### src/rtl/kv_lookup_if.sv
// Bundle of the lookup controller's request/response, cache, backing-memory and statistics signals.
// The master side is the controller; the slave side is its environment.
`timescale 1ns/1ps
interface kv_lookup_if #(
    parameter int unsigned CNT_W = 16
);
    logic             req_valid;
    logic             req_ready;
    logic [7:0]       req_key;
    logic             resp_valid;
    logic             resp_ready;
    logic [7:0]       resp_value;
    logic             resp_hit;
    logic             resp_err;
    logic             cache_find;
    logic [7:0]       cache_key;
    logic             cache_match_found;
    logic [7:0]       cache_value;
    logic             cache_update;
    logic [7:0]       cache_update_key;
    logic [7:0]       cache_update_value;
    logic             mem_req_valid;
    logic             mem_req_ready;
    logic [7:0]       mem_req_key;
    logic             mem_rsp_valid;
    logic [7:0]       mem_rsp_value;
    logic             busy;
    logic [CNT_W-1:0] hit_cnt;
    logic [CNT_W-1:0] miss_cnt;

    modport master (
        input  req_valid, req_key, resp_ready, cache_match_found, cache_value,
               mem_req_ready, mem_rsp_valid, mem_rsp_value,
        output req_ready, resp_valid, resp_value, resp_hit, resp_err,
               cache_find, cache_key, cache_update, cache_update_key, cache_update_value,
               mem_req_valid, mem_req_key, busy, hit_cnt, miss_cnt
    );

    modport slave (
        output req_valid, req_key, resp_ready, cache_match_found, cache_value,
               mem_req_ready, mem_rsp_valid, mem_rsp_value,
        input  req_ready, resp_valid, resp_value, resp_hit, resp_err,
               cache_find, cache_key, cache_update, cache_update_key, cache_update_value,
               mem_req_valid, mem_req_key, busy, hit_cnt, miss_cnt
    );
endinterface

### src/rtl/kv_lookup_ctrl.sv
// Single-outstanding key/value lookup: probe the cache, on miss fetch from backing memory,
// fill the cache and respond; bounded memory wait yields an error response.
`timescale 1ns/1ps
module kv_lookup_ctrl #(
    parameter int unsigned CNT_W   = 16,
    parameter int unsigned TIMEOUT = 255
) (
    input  logic        clk,
    input  logic        reset,
    kv_lookup_if.master kv
);
    localparam int unsigned KEY_W = 8;
    localparam int unsigned VAL_W = 8;
    localparam int unsigned TO_W  = 16;
    localparam logic [CNT_W-1:0] CNT_MAX = '1;
    localparam logic [TO_W-1:0]  TO_LAST = TO_W'(TIMEOUT - 1);

    typedef enum logic [2:0] {
        IDLE, LOOKUP, CHECK, MISS_REQ, MISS_WAIT, FILL, RESP
    } state_t;

    state_t           r_state, w_nxt_state;
    logic [KEY_W-1:0] r_key, w_key;
    logic [VAL_W-1:0] r_value, w_value;
    logic             r_hit, w_hit;
    logic             r_err, w_err;
    logic [TO_W-1:0]  r_to_cnt, w_to_cnt;
    logic [CNT_W-1:0] r_hit_cnt, w_hit_cnt;
    logic [CNT_W-1:0] r_miss_cnt, w_miss_cnt;

    logic r_req_ready, r_resp_valid, r_cache_find, r_cache_update, r_mem_req_valid, r_busy;

    // Next state and next data; everything holds unless the current state says otherwise.
    always_comb begin
        w_nxt_state = r_state;
        w_key       = r_key;
        w_value     = r_value;
        w_hit       = r_hit;
        w_err       = r_err;
        w_to_cnt    = r_to_cnt;
        w_hit_cnt   = r_hit_cnt;
        w_miss_cnt  = r_miss_cnt;
        case (r_state)
            IDLE: begin
                if (kv.req_valid && r_req_ready) begin
                    w_key       = kv.req_key;
                    w_value     = '0;
                    w_hit       = 1'b0;
                    w_err       = 1'b0;
                    w_nxt_state = LOOKUP;
                end
            end
            LOOKUP: w_nxt_state = CHECK;
            CHECK: begin
                if (kv.cache_match_found) begin
                    w_value     = kv.cache_value;
                    w_hit       = 1'b1;
                    if (r_hit_cnt != CNT_MAX) w_hit_cnt = r_hit_cnt + CNT_W'(1);
                    w_nxt_state = RESP;
                end else begin
                    if (r_miss_cnt != CNT_MAX) w_miss_cnt = r_miss_cnt + CNT_W'(1);
                    w_nxt_state = MISS_REQ;
                end
            end
            MISS_REQ: begin
                if (kv.mem_req_ready) begin
                    w_to_cnt    = '0;
                    w_nxt_state = MISS_WAIT;
                end
            end
            MISS_WAIT: begin
                // A response arriving in the final wait cycle still beats the timeout.
                if (kv.mem_rsp_valid) begin
                    w_value     = kv.mem_rsp_value;
                    w_nxt_state = FILL;
                end else if (r_to_cnt == TO_LAST) begin
                    w_value     = '0;
                    w_err       = 1'b1;
                    w_nxt_state = RESP;
                end else begin
                    w_to_cnt = r_to_cnt + TO_W'(1);
                end
            end
            FILL: w_nxt_state = RESP;
            RESP: begin
                if (kv.resp_ready) w_nxt_state = IDLE;
            end
            default: w_nxt_state = IDLE;
        endcase
    end

    // State, data and outputs registered together; outputs are decoded from the next state.
    always_ff @(posedge clk) begin
        if (reset) begin
            r_state         <= IDLE;
            r_key           <= '0;
            r_value         <= '0;
            r_hit           <= 1'b0;
            r_err           <= 1'b0;
            r_to_cnt        <= '0;
            r_hit_cnt       <= '0;
            r_miss_cnt      <= '0;
            r_req_ready     <= 1'b0;
            r_resp_valid    <= 1'b0;
            r_cache_find    <= 1'b0;
            r_cache_update  <= 1'b0;
            r_mem_req_valid <= 1'b0;
            r_busy          <= 1'b0;
        end else begin
            r_state         <= w_nxt_state;
            r_key           <= w_key;
            r_value         <= w_value;
            r_hit           <= w_hit;
            r_err           <= w_err;
            r_to_cnt        <= w_to_cnt;
            r_hit_cnt       <= w_hit_cnt;
            r_miss_cnt      <= w_miss_cnt;
            r_req_ready     <= (w_nxt_state == IDLE);
            r_resp_valid    <= (w_nxt_state == RESP);
            r_cache_find    <= (w_nxt_state == LOOKUP);
            r_cache_update  <= (w_nxt_state == FILL);
            r_mem_req_valid <= (w_nxt_state == MISS_REQ);
            r_busy          <= (w_nxt_state != IDLE);
        end
    end

    assign kv.req_ready          = r_req_ready;
    assign kv.resp_valid         = r_resp_valid;
    assign kv.resp_value         = r_value;
    assign kv.resp_hit           = r_hit;
    assign kv.resp_err           = r_err;
    assign kv.cache_find         = r_cache_find;
    assign kv.cache_key          = r_key;
    assign kv.cache_update       = r_cache_update;
    assign kv.cache_update_key   = r_key;
    assign kv.cache_update_value = r_value;
    assign kv.mem_req_valid      = r_mem_req_valid;
    assign kv.mem_req_key        = r_key;
    assign kv.busy               = r_busy;
    assign kv.hit_cnt            = r_hit_cnt;
    assign kv.miss_cnt           = r_miss_cnt;
endmodule

### src/flat_wrapper.sv
// flat-port wrapper written by rule: the top's interface ports become plain ports
module kv_lookup_ctrl_flat 
#(
    parameter int unsigned CNT_W   = 16,
    parameter int unsigned TIMEOUT = 255
)
  (clk, reset, kv_req_valid, kv_req_key, kv_resp_ready, kv_cache_match_found, kv_cache_value, kv_mem_req_ready, kv_mem_rsp_valid, kv_mem_rsp_value, kv_req_ready, kv_resp_valid, kv_resp_value, kv_resp_hit, kv_resp_err, kv_cache_find, kv_cache_key, kv_cache_update, kv_cache_update_key, kv_cache_update_value, kv_mem_req_valid, kv_mem_req_key, kv_busy, kv_hit_cnt, kv_miss_cnt);
  kv_lookup_if #(.CNT_W(CNT_W)) kv_i ();
  input  logic clk;
  input  logic reset;
  input wire logic [$bits(kv_i.req_valid)-1:0] kv_req_valid;
  input wire logic [$bits(kv_i.req_key)-1:0] kv_req_key;
  input wire logic [$bits(kv_i.resp_ready)-1:0] kv_resp_ready;
  input wire logic [$bits(kv_i.cache_match_found)-1:0] kv_cache_match_found;
  input wire logic [$bits(kv_i.cache_value)-1:0] kv_cache_value;
  input wire logic [$bits(kv_i.mem_req_ready)-1:0] kv_mem_req_ready;
  input wire logic [$bits(kv_i.mem_rsp_valid)-1:0] kv_mem_rsp_valid;
  input wire logic [$bits(kv_i.mem_rsp_value)-1:0] kv_mem_rsp_value;
  output wire logic [$bits(kv_i.req_ready)-1:0] kv_req_ready;
  output wire logic [$bits(kv_i.resp_valid)-1:0] kv_resp_valid;
  output wire logic [$bits(kv_i.resp_value)-1:0] kv_resp_value;
  output wire logic [$bits(kv_i.resp_hit)-1:0] kv_resp_hit;
  output wire logic [$bits(kv_i.resp_err)-1:0] kv_resp_err;
  output wire logic [$bits(kv_i.cache_find)-1:0] kv_cache_find;
  output wire logic [$bits(kv_i.cache_key)-1:0] kv_cache_key;
  output wire logic [$bits(kv_i.cache_update)-1:0] kv_cache_update;
  output wire logic [$bits(kv_i.cache_update_key)-1:0] kv_cache_update_key;
  output wire logic [$bits(kv_i.cache_update_value)-1:0] kv_cache_update_value;
  output wire logic [$bits(kv_i.mem_req_valid)-1:0] kv_mem_req_valid;
  output wire logic [$bits(kv_i.mem_req_key)-1:0] kv_mem_req_key;
  output wire logic [$bits(kv_i.busy)-1:0] kv_busy;
  output wire logic [$bits(kv_i.hit_cnt)-1:0] kv_hit_cnt;
  output wire logic [$bits(kv_i.miss_cnt)-1:0] kv_miss_cnt;
  assign kv_i.req_valid = kv_req_valid;
  assign kv_i.req_key = kv_req_key;
  assign kv_i.resp_ready = kv_resp_ready;
  assign kv_i.cache_match_found = kv_cache_match_found;
  assign kv_i.cache_value = kv_cache_value;
  assign kv_i.mem_req_ready = kv_mem_req_ready;
  assign kv_i.mem_rsp_valid = kv_mem_rsp_valid;
  assign kv_i.mem_rsp_value = kv_mem_rsp_value;
  assign kv_req_ready = kv_i.req_ready;
  assign kv_resp_valid = kv_i.resp_valid;
  assign kv_resp_value = kv_i.resp_value;
  assign kv_resp_hit = kv_i.resp_hit;
  assign kv_resp_err = kv_i.resp_err;
  assign kv_cache_find = kv_i.cache_find;
  assign kv_cache_key = kv_i.cache_key;
  assign kv_cache_update = kv_i.cache_update;
  assign kv_cache_update_key = kv_i.cache_update_key;
  assign kv_cache_update_value = kv_i.cache_update_value;
  assign kv_mem_req_valid = kv_i.mem_req_valid;
  assign kv_mem_req_key = kv_i.mem_req_key;
  assign kv_busy = kv_i.busy;
  assign kv_hit_cnt = kv_i.hit_cnt;
  assign kv_miss_cnt = kv_i.miss_cnt;
  kv_lookup_ctrl #(.CNT_W(CNT_W), .TIMEOUT(TIMEOUT)) u_core (.clk(clk), .reset(reset), .kv(kv_i));
endmodule
### config.mk
export PLATFORM = sky130hd
export DESIGN_NAME = kv_lookup_ctrl_flat
export DESIGN_NICKNAME = d
export VERILOG_FILES = /design/src/rtl/kv_lookup_if.sv /design/src/rtl/kv_lookup_ctrl.sv /design/src/flat_wrapper.sv
export SDC_FILE = /design/constraint.sdc
export NUM_CORES = 1
export LEC_CHECK = 0
export CORE_AREA = 2 2 103 85
export CTS_BUF_LIST = sky130_fd_sc_hd__clkbuf_16
export DETAILED_ROUTE_END_ITERATION = 7
export DIE_AREA = 0 0 105 87
export PLACE_DENSITY = 0.91
export SETUP_SLACK_MARGIN = 0.15
export SYNTH_ARGS = -nofsm -noshare
export SYNTH_HDL_FRONTEND = slang
export SYNTH_SLANG_ARGS = --single-unit
### constraint.sdc
create_clock -name clk -period 2.1 [get_ports clk]
set_input_delay 0.21 -clock clk [delete_from_list [all_inputs] [get_ports clk]]
set_output_delay 0.21 -clock clk [all_outputs]
set_load 0.02 [all_outputs]
Word level (Yosys, flattened, before mapping)
Index checks and enable logic that the tools add are counted.
{ "totals": {"regBits": 75, "word_cells": 75} }
{ "op_classes": {"addsub": 3, "eq_ne": 20, "muxes": 22, "n_bitwise": 1, "n_reduce_logical": 15} }
{ "op_table": {"columns": ["operator", "n"], "rows": [
  ["16-bit by 1-bit adder with 16-bit output, second input constant", 3],
  ["16-bit 2-to-1 mux", 3],
  ["8-bit 2-to-1 mux", 4],
  ["16-bit != test, second input constant", 2],
  ["16-bit case mux with 2 select lines", 1],
  ["8-bit case mux with 3 select lines", 1],
  ["3-bit case mux with 7 select lines", 1],
  ["3-bit 2-to-1 mux", 6],
  ["16-bit by 8-bit == test with 1-bit output, second input constant", 1],
  ["3-bit == test, second input constant", 5],
  ["4-bit AND reduction", 3],
  ["3-bit by 2-bit == test with 1-bit output, second input constant", 3],
  ["3-bit AND reduction", 3],
  ["2-bit != test, second input constant", 4],
  ["3-bit by 1-bit == test with 1-bit output, second input constant", 2],
  ["3-bit logical NOT", 2],
  ["2-bit nonzero test", 3],
  ["3-bit nonzero test", 2],
  ["1-bit 2-to-1 mux", 4],
  ["2-bit by 1-bit != test with 1-bit output, second input constant", 2],
  ["1-bit case mux with 2 select lines", 2],
  ["3-bit by 2-bit != test with 1-bit output, second input constant", 1],
  ["2-bit AND reduction", 1],
  ["1-bit logical AND", 1],
  ["1-bit NOT", 1]
]} }

Logic depth before layout (Yosys ltp)
{ "logic_depth": {"ltp_word": 5, "mapped_depth": 8, "depth_no_buf": 7} }

Least setup slack after synthesis
No wires, ideal clock.
{ "synth_timing": {"path_type": "register to register", "startpoint": "register u_core.r_miss_cnt[6] (netlist: u_core.kv.miss_cnt[6])", "endpoint": "register u_core.r_miss_cnt[15] (netlist: u_core.kv.miss_cnt[15])", "setup_ns": 0.121, "arrival_time_ns": 1.975, "setup_slack_ns": 0.005, "path_stages_with_launch": 6, "path_buffers": 0, "synth_period_minus_slack_ns": 2.095, "path_cell_list": "dfxtp_1 -> nand4_1 -> nor4_2 -> nor2_1 -> nand4_1 -> mux2_2"} }
{ "synth_between": {"elab_chain_len": 2, "elab_cells_between_ends": 3} }
{ "synth_lines": {"columns": ["item", "line_no", "source"], "rows": [
  ["from (decl)", "kv_lookup_ctrl.sv:29", "logic [CNT_W-1:0] r_miss_cnt, w_miss_cnt;"],
  ["from (signal assigned)", "kv_lookup_ctrl.sv:117", "r_miss_cnt <= w_miss_cnt;"],
  ["branches (longest 2 deep; another with 16-bit by 1-bit adder with 16-bit output)", null, null]
]} }
Several ways; the timed one is not identified.
A chain may end at the register's enable or synchronous reset.

Worst setup path after layout
{ "layout_timing": {"startpoint": "register u_core.r_to_cnt[0]", "endpoint": "register u_core.r_value[3] (netlist: u_core.kv.cache_update_value[3])"} }
{ "layout_between": {"elab_chain_len": 3} }
{ "layout_lines": {"columns": ["item", "line_no", "source"], "rows": [
  ["from (decl)", "kv_lookup_ctrl.sv:27", "logic [TO_W-1:0] r_to_cnt, w_to_cnt;"],
  ["from (signal assigned)", "kv_lookup_ctrl.sv:115", "r_to_cnt <= w_to_cnt;"],
  ["16-bit by 8-bit == test with 1-bit output", "kv_lookup_ctrl.sv:76", "end else if (r_to_cnt == TO_LAST) begin"],
  ["3-bit by 2-bit != test with 1-bit output (no source line)", null, null],
  ["4-bit AND reduction (no source line)", null, null],
  ["to (signal assigned)", "kv_lookup_ctrl.sv:112", "r_value <= w_value;"],
  ["to (decl)", "kv_lookup_ctrl.sv:24", "logic [VAL_W-1:0] r_value, w_value;"]
]} }
Every way passes these cells.

==> impl_summary.log <==
INFO  metric run_status = finished, violations left
INFO  metric failed_checks = design-rule violations
INFO  metric ios = about 110
INFO  metric r2r.worst_path.cells = 7
INFO  metric cts.clk_slew.worst_paths = 0.06 ns
INFO  metric tritoncts.num_buffers = 9
INFO  metric largest_net_degree_at_the_start_of_global_routing = slightly below 60
INFO  metric synth_enable_flop_cells = 0
INFO  metric fillerInstances = 625
INFO  metric power-per-cell-area = 763 mW/mm^2
INFO  metric vias_in_the_first_global_route = 3623
INFO  metric combPwrFrac = 0.225
INFO  metric die_h = 87 microns
INFO  metric core_area = 0.00818 sq mm
INFO  metric non_filler_instance_count_after_layout = 677
INFO  metric critical_path.top_delay_family = simple AND/OR/NAND/NOR gates
INFO  metric synth.ff_latch_count = 75
INFO  metric gpl.final_weighted_congestion = 0.903
INFO  metric hold_slack = 0.195 ns
INFO  metric timing_max_transition_violations_final = 0
INFO  metric routed_wirelength = 11.4 mm
INFO  metric synth.net_count = 478
INFO  metric detail_route.drc_violations = 3
INFO  metric synth_top_area_share = 0.393
INFO  metric synth_top_cell_by_area = sky130_fd_sc_hd__dfxtp_1
INFO  metric viasPerCell = between 5 and 6
INFO  metric cts.root.buffer_cell = sky130_fd_sc_hd__clkbuf_16
INFO  metric die_area = roughly 0.0091 sq mm
INFO  metric synth.cell_area = 0.00382 sq mm
INFO  metric ff2ff_setup_slack = 0.01 ns
INFO  metric required = 2.32 ns
INFO  metric timing.rr.end = u_core.kv.cache_update_value[3]$_SDFFE_PP0P_
INFO  metric detail_route.wl_per_cell = 16.9 microns
INFO  metric finalHoldViolCount = 0
INFO  metric dr_total_vias = 3802
INFO  metric yosys-top-cells-area = sky130_fd_sc_hd__dfxtp_1, sky130_fd_sc_hd__xnor2_1, sky130_fd_sc_hd__nor2_1
INFO  metric cts_htree_levels = 3
INFO  metric dp.cells = 652
INFO  metric timing.final.setup_violations = 0
INFO  metric floorplan.rows = 30
INFO  metric max_freq = about 480 MHz
INFO  metric worst_slew_pin_slew = 0.782 ns
INFO  metric worst_hold_path.endpoint = u_core.kv.busy$_SDFF_PP0_
INFO  metric clkPwrFrac = 0.404
INFO  metric crit_buf_inv = 1
INFO  metric post-dp-hpwl = 7.27 mm
INFO  metric cts.path.max_buffers = 2
INFO  metric crit_cells = 7
INFO  metric most_used_cells_in_the_layout_excluding_fill_and_tap_cells = sky130_fd_sc_hd__clkdlybuf4s50_1, sky130_fd_sc_hd__dfxtp_1, sky130_fd_sc_hd__nor2_1
INFO  metric launch_instance_of_the_worst_min_delay_path = reset
INFO  metric whs_path_depth = 3
INFO  metric largest_vdd_supply_drop = 0.390 mV
INFO  metric grt_pass1_wl = 17.5 mm
INFO  metric clock_skew = 0.00923 ns
INFO  metric power.share.switching = 0.269
INFO  metric worst_ep_arrival_time = around 2.3 ns
INFO  metric floorplan.die.width = 105 microns
INFO  metric antenna_violating_nets_post_route = 0
INFO  metric timing.critical_path.from_type = flop
INFO  metric min-delay-path-class = in -> reg
INFO  metric worst_skew_pair_latency = 0.33 ns
INFO  metric synthToLayoutAreaGrowth = 46.2%
INFO  metric antenna_cells_inserted = 0
INFO  metric finalWorstPathRequiredPeriod = 2.09 ns
INFO  metric dr.first_iter.drc_count = between 200 and 300
INFO  metric start_util = 0.467
INFO  metric most_common_cell_after_layout_fill_and_taps_aside = sky130_fd_sc_hd__clkdlybuf4s50_1
INFO  metric rsz0062_at_grt = yes
INFO  metric p_leak = 1.89 nW
INFO  metric grt.overflow.total = 0
INFO  metric numClockSinks = 75
INFO  metric crit_path_cell_trace = inv_2 > ha_4 > or4b_4 > nor3_4 > a41o_4 > a21oi_1 > a311oi_1
INFO  metric grt_usage = 0.237
INFO  metric fin_crit_sh = 0.994
INFO  metric tritoncts_clock_tree = built
INFO  metric crit_path_max_incr_delay = 0.52 ns
INFO  metric syn_inst = 443
INFO  metric port_buffers = 110
INFO  metric cp_max_fo = 8
INFO  metric max_cap_viol_count = 0
INFO  metric seqCellArea = approximately 0.0015 sq mm
INFO  metric slowest_stage_cell_on_the_critical_path = sky130_fd_sc_hd__or4b_4
INFO  metric post_synth.cell_area_avg = 8.62 sq um
INFO  metric reg2reg_from = u_core.r_to_cnt[0]$_SDFFE_PP0P_
INFO  metric nets = roughly 600
INFO  metric slew-limit-headroom = 0.474
INFO  metric final_layout_size_suffix_gt1_frac = 0.166
INFO  metric seq_power_share = 0.371
INFO  metric grt_antenna_before_repair = 0
INFO  metric multi_input_area = 0.00219 sq mm
INFO  metric yosys_warnings = 0
INFO  metric cts_hold_repair.buffers = 0
INFO  metric netlist-cell-type-count = 53
INFO  metric drt-pass1-iter-count = 8
INFO  metric criticalPathCategory = reg -> reg
INFO  metric worst_setup_path_end_kind = flop
INFO  metric intPower = 3.11 mW
INFO  metric synth_async_sr_flop_share = 0
INFO  metric synth_sequential_area_ratio = 0.393
INFO  metric ys.flop_type = sky130_fd_sc_hd__dfxtp_1
INFO  metric switchingPower = around 1.1 mW
==> state kept, by name, summed over array words and instances (netlist names) <==
| register | flops |
|---|---|
| u_core.kv.busy | 1 |
| u_core.kv.hit_cnt | 16 |
| u_core.kv.miss_cnt | 16 |
| u_core.kv.resp_valid | 1 |
| u_core.kv.cache_update | 1 |
| u_core.kv.cache_update_value | 8 |
| u_core.kv.cache_find | 1 |
| u_core.r_state | 3 |
| u_core.kv.mem_req_valid | 1 |
| u_core.kv.cache_key | 8 |
| u_core.kv.req_ready | 1 |
| u_core.kv.resp_err | 1 |
| u_core.kv.resp_hit | 1 |
| u_core.r_to_cnt | 16 |
==> worst max-delay path by stage <==
stage | end | from | slack, ns
after floorplan | u_core.kv.cache_update_value[7]$_SDFFE_PP0P_ | u_core.r_to_cnt[0]$_SDFFE_PP0P_ | 0.17
after global placement | u_core.r_to_cnt[14]$_SDFFE_PP0P_ | kv_mem_rsp_valid | -0.008
after detailed placement | u_core.r_to_cnt[12]$_SDFFE_PP0P_ | kv_mem_rsp_valid | -0.11
after CTS | u_core.kv.cache_update_value[3]$_SDFFE_PP0P_ | u_core.r_to_cnt[0]$_SDFFE_PP0P_ | 0.15
after global routing | u_core.kv.cache_update_value[3]$_SDFFE_PP0P_ | u_core.r_to_cnt[0]$_SDFFE_PP0P_ | -0.06
final | u_core.kv.cache_update_value[3]$_SDFFE_PP0P_ | u_core.r_to_cnt[0]$_SDFFE_PP0P_ | 0.01
==> per-stage QoR <==
| stage | worst slack [ns] | setup TNS, ns | util | instance area (sq um) | total power [mW] |
|---|---|---|---|---|---|
| floorplan | 0.166 | 0 | - | 3840 | 2.14 |
| global placement | -0.00773 | -0.00846 | 0.615 | 5040 | 2.46 |
| detailed placement | -0.105 | -0.237 | 0.615 | 5040 | 2.49 |
| CTS | 0.152 | 0 | 0.661 | 5410 | 4.21 |
| global route | -0.0570 | -0.0570 | 0.683 | 5590 | 4.43 |
| finish | 0.0127 | 0 | 0.683 | 5590 | 4.26 |
==> logic make-up after synthesis <==
| kind of cell | after synthesis | share of synthesized area |
|---|---|---|
| AO/OA/AOI/OAI | 84 | 0.154 |
| XOR/XNOR | 34 | 0.0780 |
| adder cells (fa/ha/maj) | 4 | 0.0131 |
| buffers and inverters | 44 | 0.0698 |
| flip-flops | 75 | 0.393 |
| multiplexers | 6 | 0.0170 |
| AND/OR/NAND/NOR | 196 | 0.275 |
==> worst min-delay path, delay by kind of cell <==
kind / cells / cell delay (ns)
buffers and inverters: 2 / 0.16
AOI/OAI and AO/OA: 1 / 0.11
==> metal layers <==
metal	vias up	track usage	part of all wire
met3	17	0.0740	0.068
met1	1808	0.276	0.40
li1	1818	-	-
met4	0	0.0945	0.015
met5	-	0	0
met2	159	0.410	0.51
==> area by class of cell <==
cell class                      instances  share of cell area
Inverter                                3             0.00202
Clock buffer                            9              0.0403
Tap cell                              112              0.0251
Clock inverter                          6              0.0190
Sequential cell                        75               0.271
Multi-Input combinational cell        325               0.392
Timing Repair Buffer                  147               0.251
==> power groups by stage <==
stage / clock (mW) / combinational (mW) / sequential, mW
3_5_place_dp: 0 / 0.887 / 1.60
4_1_cts: 1.74 / 0.896 / 1.57
3_3_place_gp: 0 / 0.863 / 1.60
2_1_floorplan: 0 / 0.462 / 1.68
6_report: 1.72 / 0.960 / 1.58
5_1_grt: 1.82 / 1.02 / 1.59
==> what timing repair did <==
action | 4_1_cts | 5_1_grt
buffers inserted | 1 | 8
setup endpoints to repair | 16 | 22
resized for setup | 5 | 24
cloned | 1 | 0
pin swaps | 4 | 23
==> synth_stat cells (5+ instances only) <==
master	count
sky130_fd_sc_hd__xnor2_1	28
sky130_fd_sc_hd__a31oi_1	5
sky130_fd_sc_hd__nand3_1	22
sky130_fd_sc_hd__a311oi_1	8
sky130_fd_sc_hd__o21ai_0	8
sky130_fd_sc_hd__a21oi_1	37
sky130_fd_sc_hd__nor2_1	54
sky130_fd_sc_hd__a22oi_1	8
sky130_fd_sc_hd__nor2b_1	5
sky130_fd_sc_hd__nor4_1	6
sky130_fd_sc_hd__dfxtp_1	75
sky130_fd_sc_hd__buf_4	24
sky130_fd_sc_hd__nand2_1	38
sky130_fd_sc_hd__xor2_1	6
sky130_fd_sc_hd__clkbuf_1	13
sky130_fd_sc_hd__and3_1	8
sky130_fd_sc_hd__nor3_1	16
sky130_fd_sc_hd__nor3b_1	5
sky130_fd_sc_hd__nand4_1	13
(Power assumes the default switching activity.)
